**config.mk**
```make
export PLATFORM = sky130hd
export DESIGN_NAME = seq_divider
export DESIGN_NICKNAME = d
export VERILOG_FILES = /design/src/rtl/seq_divider.sv
export SDC_FILE = /design/constraint.sdc
export NUM_CORES = 1
export LEC_CHECK = 0
export ABC_AREA = 0
export CAP_MARGIN = 20
export CORE_MARGIN = 1
export CORE_UTILIZATION = 60
export CTS_BUF_LIST = sky130_fd_sc_hd__clkbuf_8
export DETAILED_ROUTE_END_ITERATION = 10
export GPL_ROUTABILITY_DRIVEN = 0
export PLACE_DENSITY_LB_ADDON = 0.15
export SLEW_MARGIN = 40
export SYNTH_ARGS = -nofsm -noshare
export SYNTH_HDL_FRONTEND = slang
export SYNTH_SLANG_ARGS = --single-unit
```
**constraint.sdc**
```tcl
create_clock -name clk -period 20 [get_ports clk]
set_clock_uncertainty 0.05 [all_clocks]
set_input_delay 4 -clock clk [delete_from_list [all_inputs] [get_ports clk]]
set_output_delay 4 -clock clk [all_outputs]
set_load 0.05 [all_outputs]
```
**src/rtl/seq_divider.sv**
```systemverilog
// Multi-cycle RV32M divide/remainder unit built around one shared 32-bit ripple-carry adder.
// Optional macro SEQ_DIV_EARLY_OUT_EN: finish divide-by-zero and signed overflow without iterating.
module seq_divider #(
  parameter int unsigned XLEN = 32
) (
  input  logic            clk,
  input  logic            rst_n,
  input  logic            start,
  input  logic [1:0]      op,
  input  logic [XLEN-1:0] dividend,
  input  logic [XLEN-1:0] divisor,
  input  logic            flush,
  output logic            busy,
  output logic            done,
  output logic [XLEN-1:0] result
);

  typedef enum logic [2:0] {
    StIdle,
    StNegA,
    StNegB,
    StDiv,
    StNegQ,
    StNegR,
    StDone
  } state_e;

  state_e            state_q;
  logic [5:0]        cnt_q;
  logic [XLEN-1:0]   a_q;
  logic [XLEN-1:0]   b_q;
  logic [XLEN-1:0]   q_q;
  logic [XLEN-1:0]   r_q;
  logic              sa_q;
  logic              sb_q;
  logic [1:0]        op_q;
  logic              dz_q;
  logic              ovf_q;
  logic              busy_q;
  logic              done_q;
  logic [XLEN-1:0]   result_q;

  logic [XLEN-1:0]   add_x;
  logic [XLEN-1:0]   add_y;
  logic              add_cin;
  logic [XLEN-1:0]   add_sum;
  logic              add_cout;
  logic              carry;

  logic [XLEN:0]     p;
  logic              sub_ok;
  logic              is_signed;
  logic              dz_in;
  logic              ovf_in;
  logic [XLEN-1:0]   special_res;
  logic [XLEN-1:0]   final_res;

  // Operand steering for the single shared adder.
  always_comb begin
    add_x   = '0;
    add_y   = '0;
    add_cin = 1'b0;
    case (state_q)
      StNegA: begin
        add_x   = ~a_q;
        add_cin = 1'b1;
      end
      StNegB: begin
        add_x   = ~b_q;
        add_cin = 1'b1;
      end
      StDiv: begin
        add_x   = p[XLEN-1:0];
        add_y   = ~b_q;
        add_cin = 1'b1;
      end
      StNegQ: begin
        add_x   = ~q_q;
        add_cin = 1'b1;
      end
      StNegR: begin
        add_x   = ~r_q;
        add_cin = 1'b1;
      end
      default: ;
    endcase
  end

  always_comb begin
    add_sum = '0;
    carry   = add_cin;
    for (int i = 0; i < XLEN; i++) begin
      add_sum[i] = add_x[i] ^ add_y[i] ^ carry;
      carry      = (add_x[i] & add_y[i]) | (carry & (add_x[i] ^ add_y[i]));
    end
    add_cout = carry;
  end

  // P[32] set means the shifted remainder already exceeds any 32-bit divisor.
  assign p      = {r_q, q_q[XLEN-1]};
  assign sub_ok = p[XLEN] | add_cout;

  assign is_signed = ~op[0];
  assign dz_in     = (divisor == '0);
  assign ovf_in    = is_signed && (dividend == {1'b1, {(XLEN-1){1'b0}}}) && (divisor == '1);

  // a_q keeps the original dividend, which is the divide-by-zero remainder.
  always_comb begin
    if (dz_q) begin
      special_res = op_q[1] ? a_q : '1;
    end else begin
      special_res = op_q[1] ? '0 : {1'b1, {(XLEN-1){1'b0}}};
    end
    if (dz_q || ovf_q) begin
      final_res = special_res;
    end else if (op_q[1]) begin
      final_res = sa_q ? add_sum : r_q;
    end else begin
      final_res = q_q;
    end
  end

  always_ff @(posedge clk or negedge rst_n) begin
    if (!rst_n) begin
      state_q  <= StIdle;
      cnt_q    <= '0;
      a_q      <= '0;
      b_q      <= '0;
      q_q      <= '0;
      r_q      <= '0;
      sa_q     <= 1'b0;
      sb_q     <= 1'b0;
      op_q     <= '0;
      dz_q     <= 1'b0;
      ovf_q    <= 1'b0;
      busy_q   <= 1'b0;
      done_q   <= 1'b0;
      result_q <= '0;
    end else if (flush && (state_q != StIdle)) begin
      state_q <= StIdle;
      busy_q  <= 1'b0;
      done_q  <= 1'b0;
    end else begin
      case (state_q)
        StIdle: begin
          if (start && !flush) begin
            state_q <= StNegA;
            a_q     <= dividend;
            b_q     <= divisor;
            op_q    <= op;
            sa_q    <= is_signed & dividend[XLEN-1];
            sb_q    <= is_signed & divisor[XLEN-1];
            dz_q    <= dz_in;
            ovf_q   <= ovf_in;
            cnt_q   <= '0;
            busy_q  <= 1'b1;
          end
        end
        StNegA: begin
          q_q <= sa_q ? add_sum : a_q;
          r_q <= '0;
`ifdef SEQ_DIV_EARLY_OUT_EN
          if (dz_q || ovf_q) begin
            state_q  <= StDone;
            done_q   <= 1'b1;
            result_q <= special_res;
          end else begin
            state_q <= StNegB;
          end
`else
          state_q <= StNegB;
`endif
        end
        StNegB: begin
          if (sb_q) begin
            b_q <= add_sum;
          end
          state_q <= StDiv;
        end
        StDiv: begin
          r_q   <= sub_ok ? add_sum : p[XLEN-1:0];
          q_q   <= {q_q[XLEN-2:0], sub_ok};
          cnt_q <= cnt_q + 6'd1;
          if (cnt_q == 6'd31) begin
            state_q <= StNegQ;
          end
        end
        StNegQ: begin
          if (sa_q ^ sb_q) begin
            q_q <= add_sum;
          end
          state_q <= StNegR;
        end
        StNegR: begin
          if (sa_q) begin
            r_q <= add_sum;
          end
          result_q <= final_res;
          done_q   <= 1'b1;
          state_q  <= StDone;
        end
        StDone: begin
          done_q  <= 1'b0;
          busy_q  <= 1'b0;
          state_q <= StIdle;
        end
        default: begin
          state_q <= StIdle;
          busy_q  <= 1'b0;
          done_q  <= 1'b0;
        end
      endcase
    end
  end

  assign busy   = busy_q;
  assign done   = done_q;
  assign result = result_q;

endmodule

```
==> flow_metrics.env, run 1 <==
export IMPL_drtIter0Drc=1622
export IMPL_grt_pass1_vias=10600
export IMPL_drive_gt1_frac=0.107
export IMPL_critPathCaptureType="flip-flop"
export IMPL_leakagePower_nw=4.99
export IMPL_final_antenna_net_count=0
export IMPL_gr_total_overflow=0
export IMPL_grt_max_degree=107
export IMPL_slowest_delay_ns=0.77
export IMPL_initial_utilization=0.614
export IMPL_max_cap_violations=0
export IMPL_synth_edf_count=0
export IMPL_h_tree_depth=4
export IMPL_synth_area_um2=11500
export IMPL_clock_latency_ns=0.49
export IMPL_antenna_found_initial=1
export IMPL_cts_sinks=176
export IMPL_ys_warn_count=0
export IMPL_rsz0062_at_grt="false"
export IMPL_post_cts_setup_buffers=0
export IMPL_grt_pass1_wl_mm=59.1
export IMPL_coreArea_um2=18700
export IMPL_diodes=0
export IMPL_hp_class="reg2reg"
export IMPL_r2r_slack_ns=1.61
export IMPL_routed_wl_mm=37.4
export IMPL_critPathArrivalTime_ns=18.72
export IMPL_ctsHoldBuffers=0
export IMPL_hold_viol_final=0
export IMPL_max_clock_freq_mhz=54.4
export IMPL_dpl_hpwl_mm=24.2
export IMPL_fp_dieW_um=140
export IMPL_syn_area_per_cell_um2=8.94
export IMPL_rr_worst_depth=43
export IMPL_critPathTopFamily="adder cells"
export IMPL_power_density_nw_per_um2=124
export IMPL_clkSlewWorstSetupHoldPaths_ns=0.10
export IMPL_dieArea_um2=19700
export IMPL_layout_common_cells="nand2_1, o21ai_0, dfrtp_1"
export IMPL_ios=104
export IMPL_first_pass_iters=7
export IMPL_slew_violations=0
export IMPL_crit_start="state_q[1]"
export IMPL_routedWlPerCell_um=24.0
export IMPL_grtUsageTotal=0.391
export IMPL_critical_path_most_common_cell="fa_1"
export IMPL_path_class="reg2reg"
export IMPL_cts_resized_gates=0
export IMPL_cts_buffer_depth=2
export IMPL_crit_end="r_q[0]"
export IMPL_cts_buffers=17
export IMPL_cts_root_buf="clkbuf_8"
export IMPL_slowest_stage="dfrtp_1"
export IMPL_drcViolationCount=0
export IMPL_fin_nets=1421
export IMPL_required_ns=20.34
export IMPL_ys_seq_elements=176
export IMPL_die_y_um=140
export IMPL_period_minus_slack_ns=18.39
export IMPL_cts_tree="yes"
export IMPL_seq_area_frac_synth=0.384
export IMPL_cp_buffers_inverters=4
export IMPL_syn_to_final_growth_pct=12.8
export IMPL_via_per_inst=7.05
export IMPL_rows=50
export IMPL_synthCells=1284
export IMPL_fillCellCount=1518
export IMPL_final_area_um2=13000
export IMPL_ir_drop_mv=0.0601
export IMPL_timing_rr_end="r_q[0]"
export IMPL_status="complete, no violations"
export IMPL_ys_types=62
export IMPL_vias=11000
export IMPL_slew_headroom=0.416
export IMPL_setup_viol=0
export IMPL_worstMarginPinSlew_ns=0.875
export IMPL_startpoint_type="flip-flop"
export IMPL_reg2reg_from="state_q[1]"
export IMPL_synth_async_reset_ratio=1.00
export IMPL_crit_cells=43
export IMPL_final_common_cell="nand2_1"
export IMPL_finalCritPeriodShare=0.919
export IMPL_synth_nets=1389
export IMPL_io_buffers=103
export IMPL_pre_cts_slack_ns=1.72
export IMPL_timing_final_ws_setup_ns=1.61
export IMPL_path_max_fanout=33
export IMPL_fin_tns_setup_ns=0
export IMPL_postPlaceCellArea_um2=12500
export IMPL_synth_ff_type="dfrtp_1"
-- layer usage --
layer  global-route usage  vias to the layer above  share of wire
met2                0.566                      861           0.43
met4                0.202                        0          0.048
li1                     -                     4754              -
met5                    0                        -              0
met1                0.532                     5229           0.39
met3                0.118                      169           0.13
-- power breakdown --
group,switching [mW],total (mW),internal (mW)
clock network,0.145,0.248,0.103
registers,0.138,0.607,0.469
logic,0.447,0.749,0.302
total,0.730,1.60,0.875
-- through the flow --
| step | hold WS, ns | util | power, mW | cells |
|---|---|---|---|---|
| after CTS | 0.441 | 0.691 | 1.57 | 1561 |
| final | 0.434 | 0.693 | 1.60 | 1563 |
| after global routing | 0.454 | 0.693 | 1.69 | 1563 |
| after global placement | 0.411 | 0.668 | 1.30 | 1527 |
| after detailed placement | 0.419 | 0.670 | 1.33 | 1529 |
| after floorplan | 0.415 | - | 1.08 | 1284 |
-- worst register-to-register path: cells and delay by family, from the launching register on --
family          cells  cell delay, ns
fa+ha+maj          33           14.57
simple gates        2            1.38
flops               1            0.77
buf+inv             4            0.61
compound gates      3            0.61
mux                 1            0.27
-- kinds of logic after synthesis --
family / synth area share
buffers and inverters: 0.0566
XOR/XNOR: 0.00305
adder cells (fa/ha/maj): 0.0591
AND/OR/NAND/NOR: 0.149
flip-flops: 0.384
AO/OA/AOI/OAI: 0.251
multiplexers: 0.0975
-- registers in the layout, summed over array words and instances, names as in the netlist --
register / flops
result: 32
sa_q: 1
done: 1
sb_q: 1
r_q: 32
q_q: 32
cnt_q: 6
dz_q: 1
state_q: 3
b_q: 32
busy: 1
ovf_q: 1
op_q: 1
a_q: 32
-- area by class of cell --
type / count / area [µm²] / area share
well taps: 234 / 293 / 0.0226
flip-flops and latches: 176 / 4410 / 0.341
clock buffers: 18 / 248 / 0.0191
multi-input cells: 955 / 6470 / 0.499
repair buffers: 128 / 1260 / 0.0974
clock inverters: 14 / 131 / 0.0101
inverters: 38 / 143 / 0.0110
-- Yosys cell counts, types with 2 or more instances --
| cell | count | area [µm²] |
|---|---|---|
| a21oi_1 | 56 | 280 |
| a222oi_1 | 2 | 20.0 |
| a22o_1 | 40 | 350 |
| a22oi_1 | 5 | 37.5 |
| a2bb2oi_1 | 2 | 17.5 |
| a32o_1 | 2 | 20.0 |
| a32oi_1 | 7 | 61.3 |
| and2_1 | 4 | 25.0 |
| buf_1 | 8 | 30.0 |
| buf_2 | 24 | 120 |
| buf_4 | 4 | 30.0 |
| buf_6 | 4 | 45.0 |
| clkbuf_1 | 75 | 282 |
| dfrtp_1 | 176 | 4400 |
| fa_1 | 32 | 641 |
| ha_1 | 3 | 37.5 |
| inv_1 | 38 | 143 |
| mux2_1 | 24 | 270 |
| mux2_2 | 55 | 619 |
| mux2i_1 | 23 | 230 |
| nand2_1 | 209 | 785 |
| nand2b_1 | 53 | 332 |
| nand3_1 | 4 | 20.0 |
| nand3b_1 | 2 | 15.0 |
| nand4_1 | 9 | 56.3 |
| nor2_1 | 40 | 150 |
| nor2b_1 | 2 | 12.5 |
| nor3_1 | 3 | 15.0 |
| nor3b_1 | 3 | 22.5 |
| nor4_1 | 16 | 100 |
| nor4b_1 | 8 | 70.1 |
| o211ai_1 | 2 | 15.0 |
| o21ai_0 | 196 | 981 |
| o221a_2 | 14 | 158 |
| o221ai_1 | 50 | 438 |
| o22a_1 | 6 | 52.6 |
| o22ai_1 | 52 | 325 |
| o311ai_0 | 2 | 17.5 |
| o31ai_1 | 2 | 15.0 |
| or3_1 | 2 | 12.5 |
| or4_1 | 2 | 15.0 |
| xnor2_1 | 2 | 17.5 |
| xor2_1 | 2 | 17.5 |
-- worst min-delay path by stage --
stage	from	end	slack, ns	cells past startpoint
floorplan	b_q[30]	b_q[30]	0.41	2
global placement	result[7]	result[7]	0.41	2
detailed placement	result[27]	result[27]	0.42	2
CTS	result[27]	result[27]	0.44	2
global route	result[7]	result[7]	0.45	2
finish	result[27]	result[27]	0.43	2
No activity file was read; power rests on OpenSTA's default activity.
==> run 2: changes to the inputs <==
--- a/config.mk
+++ b/config.mk
@@ -10,6 +10,7 @@
 export CORE_MARGIN = 1
 export CORE_UTILIZATION = 60
 export CTS_BUF_LIST = sky130_fd_sc_hd__clkbuf_8
+export CTS_CLUSTER_SIZE = 25
 export DETAILED_ROUTE_END_ITERATION = 10
 export GPL_ROUTABILITY_DRIVEN = 0
 export PLACE_DENSITY_LB_ADDON = 0.15
==> results of run 2 <==
No change in the layout: final DEF, timing and power equal those of run 1.
